## src/rtl/etch_pkg.sv

```systemverilog
// etch_pkg: constants and helpers shared by the trace tile-RAM writer, the
// display read path and the UART map dump.
//   MAX_X / MAX_Y        last tile column / row index of the 80x30 map
//   SET_CHAR / CLR_CHAR  ASCII art bytes for a traced / blank tile
//   ASCII_CR / ASCII_LF  row terminator bytes
//   tile_addr(y, x)      packs a tile coordinate into the 12-bit RAM address
package etch_pkg;

   localparam int         MAX_X    = 79;
   localparam int         MAX_Y    = 29;
   localparam logic [7:0] SET_CHAR = 8'h23;
   localparam logic [7:0] CLR_CHAR = 8'h2E;
   localparam logic [7:0] ASCII_CR = 8'h0D;
   localparam logic [7:0] ASCII_LF = 8'h0A;

   // Scan FSM states of the dump engine
   typedef enum logic [2:0] {
      S_IDLE = 3'd0,
      S_ADDR = 3'd1,
      S_WAIT = 3'd2,
      S_LOAD = 3'd3,
      S_SEND = 3'd4,
      S_CR   = 3'd5,
      S_LF   = 3'd6,
      S_FIN  = 3'd7
   } dump_state_t;

   // Which kind of byte is currently on the wire; decides where SEND goes next
   typedef enum logic [1:0] {
      PH_CHAR = 2'd0,
      PH_CR   = 2'd1,
      PH_LF   = 2'd2
   } tx_phase_t;

   // Tile RAM address layout: row in the upper bits, column in the lower 7
   function automatic logic [11:0] tile_addr(input logic [4:0] y, input logic [6:0] x);
      return {y, x};
   endfunction

endpackage

```

## src/rtl/trace_map_uart_dump_uart_tx_byte.sv

```systemverilog
// uart_tx_byte: 8N1 serial transmitter for a single byte.
//   clk_100MHz  in   system clock
//   reset       in   asynchronous, active-high
//   tx_start    in   load tx_data and begin a frame (accepted only when idle)
//   tx_data     in   byte to send, LSB first
//   tx          out  serial line, idle high
//   tx_ready    out  high when idle, i.e. once the stop bit has fully elapsed
// Every bit lasts exactly CLK_HZ/BAUD (truncated) clock cycles; the start bit
// begins in the cycle after tx_start.
module uart_tx_byte #(
   parameter int CLK_HZ = 100_000_000,
   parameter int BAUD   = 115200
) (
   input  logic       clk_100MHz,
   input  logic       reset,
   input  logic       tx_start,
   input  logic [7:0] tx_data,
   output logic       tx,
   output logic       tx_ready
);

   localparam int BIT_CYC = CLK_HZ / BAUD;
   localparam int CNT_W   = (BIT_CYC > 1) ? $clog2(BIT_CYC) : 1;
   localparam logic [CNT_W-1:0] CNT_LAST = CNT_W'(BIT_CYC - 1);

   // frame_q holds {stop, data[7:0], start}; bit 0 is always the line level,
   // and shifting in ones leaves the line idle high after the stop bit.
   logic [9:0]       frame_q, frame_d;
   logic [3:0]       bit_q, bit_d;
   logic [CNT_W-1:0] cnt_q, cnt_d;
   logic             active_q, active_d;

   // Next-state logic for the bit timer and frame shifter
   always_comb begin
      frame_d  = frame_q;
      bit_d    = bit_q;
      cnt_d    = cnt_q;
      active_d = active_q;
      if (!active_q) begin
         if (tx_start) begin
            frame_d  = {1'b1, tx_data, 1'b0};
            bit_d    = 4'd0;
            cnt_d    = '0;
            active_d = 1'b1;
         end else begin
            frame_d = 10'h3FF;
         end
      end else if (cnt_q == CNT_LAST) begin
         cnt_d   = '0;
         frame_d = {1'b1, frame_q[9:1]};
         if (bit_q == 4'd9) begin
            active_d = 1'b0;
         end else begin
            bit_d = bit_q + 4'd1;
         end
      end else begin
         cnt_d = cnt_q + {{(CNT_W-1){1'b0}}, 1'b1};
      end
   end

   // Transmitter state registers
   always_ff @(posedge clk_100MHz or posedge reset) begin
      if (reset) begin
         frame_q  <= 10'h3FF;
         bit_q    <= 4'd0;
         cnt_q    <= '0;
         active_q <= 1'b0;
      end else begin
         frame_q  <= frame_d;
         bit_q    <= bit_d;
         cnt_q    <= cnt_d;
         active_q <= active_d;
      end
   end

   assign tx       = frame_q[0];
   assign tx_ready = ~active_q;

endmodule

```

## src/rtl/trace_map_uart_dump.sv

```systemverilog
// trace_map_uart_dump: on a start pulse, scans the trace tile map row by row
// and sends it over UART as ASCII art ('#' traced, '.' blank, CR LF per row).
//   clk_100MHz  in   system clock
//   reset       in   asynchronous, active-high
//   start       in   1-cycle request pulse, ignored while busy
//   ram_addr    out  tile RAM read address {y, x}
//   ram_dout    in   tile RAM read data, valid one cycle after ram_addr
//   busy        out  dump in progress (top level freezes drawing meanwhile)
//   done        out  1-cycle pulse in the cycle busy falls
//   row         out  row currently being sent
//   tx          out  UART serial out, idle high
module trace_map_uart_dump #(
   parameter int         CLK_HZ   = 100_000_000,
   parameter int         BAUD     = 115200,
   parameter int         MAX_X    = etch_pkg::MAX_X,
   parameter int         MAX_Y    = etch_pkg::MAX_Y,
   parameter logic [7:0] SET_CHAR = etch_pkg::SET_CHAR,
   parameter logic [7:0] CLR_CHAR = etch_pkg::CLR_CHAR
) (
   input  logic        clk_100MHz,
   input  logic        reset,
   input  logic        start,
   output logic [11:0] ram_addr,
   input  logic [6:0]  ram_dout,
   output logic        busy,
   output logic        done,
   output logic [4:0]  row,
   output logic        tx
);

   import etch_pkg::*;

   localparam logic [6:0] X_LAST = 7'(MAX_X);
   localparam logic [4:0] Y_LAST = 5'(MAX_Y);

   dump_state_t state_q, state_d;
   tx_phase_t   phase_q, phase_d;
   logic [6:0]  x_q, x_d;
   logic [4:0]  y_q, y_d;
   logic [4:0]  row_q, row_d;
   logic [11:0] ram_addr_q, ram_addr_d;
   logic        busy_q, busy_d;
   logic        done_q, done_d;

   logic        tx_start_s;
   logic [7:0]  tx_data_s;
   logic        tx_ready_s;

   // Scan sequencing: address, RAM latency, byte load, then wait for the UART
   always_comb begin
      state_d    = state_q;
      phase_d    = phase_q;
      x_d        = x_q;
      y_d        = y_q;
      row_d      = row_q;
      ram_addr_d = ram_addr_q;
      busy_d     = busy_q;
      done_d     = 1'b0;
      tx_start_s = 1'b0;
      tx_data_s  = CLR_CHAR;
      case (state_q)
         // FIN behaves like IDLE so a start in the done cycle is taken
         S_IDLE, S_FIN: begin
            if (start) begin
               x_d     = 7'd0;
               y_d     = 5'd0;
               row_d   = 5'd0;
               busy_d  = 1'b1;
               state_d = S_ADDR;
            end else begin
               state_d = S_IDLE;
            end
         end
         S_ADDR: begin
            ram_addr_d = tile_addr(y_q, x_q);
            state_d    = S_WAIT;
         end
         S_WAIT: begin
            state_d = S_LOAD;
         end
         S_LOAD: begin
            tx_start_s = 1'b1;
            tx_data_s  = (ram_dout != 7'd0) ? SET_CHAR : CLR_CHAR;
            phase_d    = PH_CHAR;
            state_d    = S_SEND;
         end
         S_CR: begin
            tx_start_s = 1'b1;
            tx_data_s  = ASCII_CR;
            phase_d    = PH_CR;
            state_d    = S_SEND;
         end
         S_LF: begin
            tx_start_s = 1'b1;
            tx_data_s  = ASCII_LF;
            phase_d    = PH_LF;
            state_d    = S_SEND;
         end
         // Column/row stepping is decided here so the next start bit
         // follows the stop bit within the ADDR/WAIT/LOAD overhead.
         S_SEND: begin
            if (tx_ready_s) begin
               case (phase_q)
                  PH_CHAR: begin
                     if (x_q < X_LAST) begin
                        x_d     = x_q + 7'd1;
                        state_d = S_ADDR;
                     end else begin
                        state_d = S_CR;
                     end
                  end
                  PH_CR: begin
                     state_d = S_LF;
                  end
                  PH_LF: begin
                     if (y_q < Y_LAST) begin
                        y_d     = y_q + 5'd1;
                        x_d     = 7'd0;
                        row_d   = y_q + 5'd1;
                        state_d = S_ADDR;
                     end else begin
                        busy_d  = 1'b0;
                        done_d  = 1'b1;
                        state_d = S_FIN;
                     end
                  end
                  default: begin
                     busy_d  = 1'b0;
                     state_d = S_IDLE;
                  end
               endcase
            end else begin
               state_d = S_SEND;
            end
         end
         default: begin
            busy_d  = 1'b0;
            state_d = S_IDLE;
         end
      endcase
   end

   // Scan FSM, counters and registered outputs
   always_ff @(posedge clk_100MHz or posedge reset) begin
      if (reset) begin
         state_q    <= S_IDLE;
         phase_q    <= PH_CHAR;
         x_q        <= 7'd0;
         y_q        <= 5'd0;
         row_q      <= 5'd0;
         ram_addr_q <= 12'd0;
         busy_q     <= 1'b0;
         done_q     <= 1'b0;
      end else begin
         state_q    <= state_d;
         phase_q    <= phase_d;
         x_q        <= x_d;
         y_q        <= y_d;
         row_q      <= row_d;
         ram_addr_q <= ram_addr_d;
         busy_q     <= busy_d;
         done_q     <= done_d;
      end
   end

   assign ram_addr = ram_addr_q;
   assign busy     = busy_q;
   assign done     = done_q;
   assign row      = row_q;

   uart_tx_byte #(
      .CLK_HZ (CLK_HZ),
      .BAUD   (BAUD)
   ) u_uart_tx (
      .clk_100MHz (clk_100MHz),
      .reset      (reset),
      .tx_start   (tx_start_s),
      .tx_data    (tx_data_s),
      .tx         (tx),
      .tx_ready   (tx_ready_s)
   );

endmodule

```

## config.mk

```make
export PLATFORM = sky130hd
export DESIGN_NAME = trace_map_uart_dump
export DESIGN_NICKNAME = d
export VERILOG_FILES = /design/src/rtl/etch_pkg.sv /design/src/rtl/trace_map_uart_dump_uart_tx_byte.sv /design/src/rtl/trace_map_uart_dump.sv
export SDC_FILE = /design/constraint.sdc
export NUM_CORES = 1
export LEC_CHECK = 0
export BUFFER_PORTS_ARGS = -buffer_cell sky130_fd_sc_hd__buf_4
export CAP_MARGIN = 20
export CORE_AREA = 4 4 82 84
export CTS_BUF_LIST = sky130_fd_sc_hd__clkbuf_16
export DETAILED_ROUTE_END_ITERATION = 12
export DIE_AREA = 0 0 86 88
export GPL_ROUTABILITY_DRIVEN = 0
export HOLD_SLACK_MARGIN = 0.08
export PLACE_DENSITY = 0.66
export SLEW_MARGIN = 15
export SYNTH_ARGS = -nofsm -noshare
export SYNTH_HDL_FRONTEND = slang
export SYNTH_SLANG_ARGS = --single-unit
```

## constraint.sdc

```tcl
create_clock -name clk_100MHz -period 5.5 [get_ports clk_100MHz]
set_input_delay 0 -clock clk_100MHz [delete_from_list [all_inputs] [get_ports clk_100MHz]]
set_output_delay 0 -clock clk_100MHz [all_outputs]
set_load 0.02 [all_outputs]
```

# Word level (Yosys, flattened, before mapping)
# Index checks and enable logic that the tools add are counted.
[totals]
reg_bits = 56
output_inout_bits = 20
[op_classes]
n_addsub = 4
magnitude_cmp = 2
eq_ne = 22
muxes = 44
reduce_logical = 13
[ops]
columns = ["cell", "n"]
rows = [
  ["2-to-1 mux 10 bit", 5],
  ["2-to-1 mux 7 bit", 4],
  ["one-hot mux 7 bit (2 select lines)", 2],
  ["2-to-1 mux 4 bit", 5],
  ["2-to-1 mux 5 bit", 4],
  ["one-hot mux 6 bit (3 select lines)", 1],
  ["one-hot mux 3 bit (5 select lines)", 1],
  ["2-to-1 mux 1 bit", 13],
  ["== test 3 bit (second input constant)", 4],
  ["!= test 2 bit (second input constant)", 6],
  ["adder 10 x 1 -> 10 bit (second input constant)", 1],
  ["== test 10 bit (second input constant)", 1],
  ["one-hot mux 5 bit (2 select lines)", 1],
  ["AND reduction 5 bit", 2],
  ["2-to-1 mux 3 bit", 3],
  ["2-to-1 mux 9 bit", 1],
  ["!= test 3 bit (second input constant)", 3],
  ["one-hot mux 3 bit (3 select lines)", 1],
  ["adder 7 x 1 -> 7 bit (second input constant)", 1],
  ["less-than comparator 7 bit (second input constant)", 1],
  ["nonzero test 7 bit", 1],
  ["== test 3 x 2 -> 1 bit (second input constant)", 2],
  ["one-hot mux 2 bit (3 select lines)", 1],
  ["AND reduction 6 bit", 1],
  ["other kinds (17)", 20],
]

# Logic depth before layout (Yosys ltp)
[logic_depth]
ltp_word = 5
depth_mapped = 7
depth_no_buf = 6

# Modules after synthesis
# Synthesis repeated with hierarchy kept, for this count alone.
[hier_totals]
cells_unflattened = 297
hier_area_um2 = 2925.3
[modules_own_cells]
columns = ["module", "instances", "cells_per_inst", "area_per_inst_um2"]
rows = [
  ["trace_map_uart_dump", 1, 162, 1640.3],
  ["uart_tx_byte", 1, 135, 1285.0],
]

# Worst setup path after synthesis
# Ideal clock, no wire load.
[synth_path]
kind = "flip-flop to flip-flop"
startpoint = "reg u_uart_tx.cnt_q[2]"
endpoint = "reg u_uart_tx.bit_q[3]"
setup_time_ns = 0.130
arrival_time_ns = 1.615
slack_ns = 3.755
path_stages_with_launch = 6
n_path_buf = 0
period_less_slack_ns = 1.745
path_cell_list = "dfrtp_1 > or3_1 > or4_1 > and2_1 > o21ai_1 > o31ai_1"
[synth_via]
elab_chain_len = 3
[synth_rtl]
columns = ["item", "line_no", "rtl"]
rows = [
  ["start, declared", "trace_map_uart_dump_uart_tx_byte.sv:30", "logic [CNT_W-1:0] cnt_q, cnt_d;"],
  ["start signal, assigned", "trace_map_uart_dump_uart_tx_byte.sv:71", "cnt_q <= cnt_d;"],
  ["== test 10 bit", "trace_map_uart_dump_uart_tx_byte.sv:48", "end else if (cnt_q == CNT_LAST) begin"],
  ["!= test 2 bit (no source line)", "--", ""],
  ["AND reduction 3 bit (no source line)", "--", ""],
  ["end signal, assigned", "trace_map_uart_dump_uart_tx_byte.sv:70", "bit_q <= bit_d;"],
  ["end, declared", "trace_map_uart_dump_uart_tx_byte.sv:29", "logic [3:0] bit_q, bit_d;"],
]
# No other way between the ends.
# A chain may end at the register's enable or synchronous reset.

# Final worst setup path
[layout_path]
startpoint = "reg u_uart_tx.cnt_q[0]"
endpoint = "reg u_uart_tx.cnt_q[9]"
[layout_via]
elab_chain_len = 3
[layout_rtl]
columns = ["item", "line_no", "rtl"]
rows = [
  ["adder 10 x 1 -> 10 bit / == test 10 bit (equally long branches)", "trace_map_uart_dump_uart_tx_byte.sv:57, trace_map_uart_dump_uart_tx_byte.sv:48", ""],
  ["2-to-1 mux 10 bit (*)", "trace_map_uart_dump_uart_tx_byte.sv:48", ""],
  ["2-to-1 mux 10 bit (*)", "trace_map_uart_dump_uart_tx_byte.sv:39", "if (!active_q) begin"],
]
# Every way passes the cells marked *; elsewhere a longest branch is shown, timed or not.

==> run summary <==
The run finished with clean final reports. The total clock sinks came out at 55. For this design the ratio of total power to cell area is approximately 410 nW/um^2. The number of antenna violations at the first check in global routing is 0. The first TritonRoute pass finished after 4 iterations. The endpoint kind of the worst setup timing path is a flop. The required time at the endpoint of the critical path came out at around 5700 ps.

The maximum clock rate is about 440 MHz. After clock tree synthesis, the setup repair step added 0 buffers. The biggest area contributor in the post-synthesis netlist is sky130_fd_sc_hd__dfrtp_1.

The total of fill cells in the finished design came out at approximately 520. Adding up every negative setup slack in the final design gives 0 ps. The aggregate global-route resource usage came out at roughly 17%. For this design the static power due to leakage is ~1.5 nW. The tightest slew margin relative to the limit came out at approximately a third. The placed wire-length estimate is roughly 4000 um.

The flip-flop and latch area is 1390 sq um. The floorplan has 28 rows. The first global-routing pass estimated about 10000 um of wire. The area growth from synthesis to layout is 14.5%. For this run, the leading register cell type out of synthesis is sky130_fd_sc_hd__dfrtp_1. In the layout the commonest cells are sky130_fd_sc_hd__dfrtp_1, sky130_fd_sc_hd__o21ai_0, sky130_fd_sc_hd__buf_4.

The maximum vdd ir drop is ~0.00021 V. The post-synthesis net count came out at 300. The quantity of I/O buffers inserted on ports is 29. The detail-routed via count per cell came out at between 5 and 6. The routed length per instance is 15.1 um.

In the synthesized netlist, the number of instances is between 200 and 300. The clock reaches the later pin of the worst-skew pair after 290 ps. The period utilization came out at between 40% and 50%. The via count of the first global-routing pass came out at approximately 2200. In this run the number of H-tree levels came out at 2.

Leaving out fill and tap cells, the most frequent cell in the layout is sky130_fd_sc_hd__dfrtp_1. The final-report hold violation count came out at 0. Setup repair after global routing left no endpoint under its margin. Entering global routing, the biggest net connects between 50 and 60 pins. Summed over its instances, the top area cell type makes up 40.1% of the synthesized netlist area.

The total number of nets in the final design came out at between 300 and 400. The register bit total from synthesis is 55. The number of pins exceeding their max-slew limit in the final report came out at 0. At the pin with the least slew margin, the transition time is 973 ps. The clock edge transition at the registers on the reported setup and hold paths came out at 80 ps. The count of pins on the block boundary came out at 30.

At the worst endpoint, the arrival time is 2440 ps. The count of vias placed by the detailed router came out at about 2200. The number of max-capacitance violations reported is 0. The final layout contains routed wiring with a total length of between 5000 and 6000 um. The non-filler instance count after layout came out at 387.

The mapped cell area came out at about 2900 sq um. The final count of negative-setup-slack endpoints is 0. Along the worst path, the maximum fanout reaches 18.

TritonCTS built the clock tree. The clock passes through at most 2 buffers. The die is slightly below 90 um tall. Gates resized during post-CTS repair numbered 0.

The count of antenna-violating nets left after detailed routing is 0. The setup skew after layout came out at roughly 9.1 ps. The count of placed standard cells including taps is ~380. The cts-stage hold buffer count is 1. The iteration-0 DRC count of the detailed router came out at 66. The number of antenna diodes is 0. The class of the tightest hold or removal check is in -> reg. The post-synthesis cell type count is between 50 and 60. The core region is between 5000 and 6000 sq um. The worst setup path is launched from a flop. The die covers 7570 sq um. The clock period minus final worst setup slack came out at around 2300 ps. The area of combinational cells with multiple inputs is between 1000 and 1500 sq um. The category of the most critical setup path is reg -> reg. From left edge to right edge, the die measures between 80 and 90 um. The worst setup slack after layout came out at 3220 ps. Averaged over all synthesized cells, the footprint is 10.1 sq um. The total congestion overflow after global routing is 0. After synthesis, the share of flip-flops with an asynchronous set or reset is 100%. By area the synthesized netlist is led by sky130_fd_sc_hd__dfrtp_1, sky130_fd_sc_hd__dfstp_2, sky130_fd_sc_hd__o21ai_0.

The number of synthesized flops with an enable pin came out at 0. In this run, CTS created clock tree buffers numbering 5. The number of synthesis warnings came out at 0. The starting utilization of the core area is about half. The proportion of layout cells with a drive suffix above 1 is a little over a fifth. The proportion of synthesized chip area in sequential cells is between 40% and 50%. The setup slack on the worst flop-to-flop path came out at between 3000 and 4000 ps. CTS placed an instance of sky130_fd_sc_hd__clkbuf_16 at the clock tree root. The worst slack at placement is 3220 ps. For this run, design rule violations remaining after detail routing come to 0.
-- cell type report --
type                    instances  share of cell area (%)
clock buffers                   5                    3.80
flip-flops and latches         55                    42.2
inverters                      10                    1.14
multi-input cells             208                    42.1
repair buffers                 31                    7.15
clock inverters                 3                   0.760
well taps                      75                    2.85
-- sequential cells by signal, summed over array words and instances, names as in the netlist, 2 cells and up --
signal and flops:
u_uart_tx.cnt_q 10, ram_addr 12, row 5, state_q 3, x_q 7, phase_q 2, u_uart_tx.frame_q 9, u_uart_tx.bit_q 4
-- power breakdown --
part | internal [mW] | switching [mW] | total [mW] | leakage [nW]
sequential | 0.514 | 0.137 | 0.652 | 0.703
combinational | 0.165 | 0.192 | 0.358 | 0.741
clock | 0.172 | 0.151 | 0.323 | 0.0708
-- worst max-delay path, cell delays in order, from the launching register on --
cell                       delay [ps]
sky130_fd_sc_hd__dfrtp_1          390
sky130_fd_sc_hd__ha_1             210
sky130_fd_sc_hd__nand4b_1         190
sky130_fd_sc_hd__nor3_4           650
sky130_fd_sc_hd__nor2_1           340
sky130_fd_sc_hd__a41oi_1          290
sky130_fd_sc_hd__a31oi_1           60
-- stage by stage --
| stage | hold slack, ps | total power [mW] | utilization, % | cell area (sq um) |
|---|---|---|---|---|
| CTS | 94.4 | 1.34 | 55.6 | 3290 |
| detailed placement | 246 | 1.02 | 52.9 | 3130 |
| global placement | 234 | 1.01 | 52.9 | 3130 |
| finish | 85.9 | 1.33 | 55.6 | 3290 |
| floorplan | 216 | 0.918 | - | 2870 |
| global route | 108 | 1.42 | 55.6 | 3290 |
-- layer usage --
layer,wire (um),GRT usage (%)
met5,0,0
met4,51,5.32
met2,2910,28.7
met3,168,3.39
met1,2720,22.1
-- cell families (layout without fill, tap and decap cells) --
kind of cell / Yosys count / count (layout) / synth area share, %
buffers and inverters: 22 / 49 / 3.48
AOI/OAI and AO/OA: 79 / 79 / 17.4
DFF: 55 / 55 / 48.3
and+or+nand+nor: 95 / 95 / 18.4
adders and majority gates: 5 / 5 / 2.18
xor gates and xnor gates: 8 / 8 / 2.44
muxes: 21 / 21 / 7.84
-- cell usage after synthesis, types with 8 or more instances --
master                    number
sky130_fd_sc_hd__nand3_1      13
sky130_fd_sc_hd__dfstp_2       9
sky130_fd_sc_hd__inv_1        10
sky130_fd_sc_hd__mux2_2       12
sky130_fd_sc_hd__a21oi_1      11
sky130_fd_sc_hd__nand2_1      28
sky130_fd_sc_hd__o21ai_0      30
sky130_fd_sc_hd__mux2i_1       9
sky130_fd_sc_hd__and3_1        8
sky130_fd_sc_hd__dfrtp_1      46
sky130_fd_sc_hd__nor2_1       10
-- final timing paths --
| path | cells past startpoint | start | endpoint |
|---|---|---|---|
| setup / recovery | 6 | u_uart_tx.cnt_q[0] | u_uart_tx.cnt_q[9] |
| hold / removal | 3 | start | row[4] |
| setup reg to reg | 6 | u_uart_tx.cnt_q[0] | u_uart_tx.cnt_q[9] |
| hold reg to reg | 2 | u_uart_tx.frame_q[1] | u_uart_tx.frame_q[1] |
| max in group asynchronous | 4 | reset | u_uart_tx.bit_q[1] |
| min in group asynchronous | 4 | reset | ram_addr[5] |
Note: power is estimated with default switching activity, not from simulation.
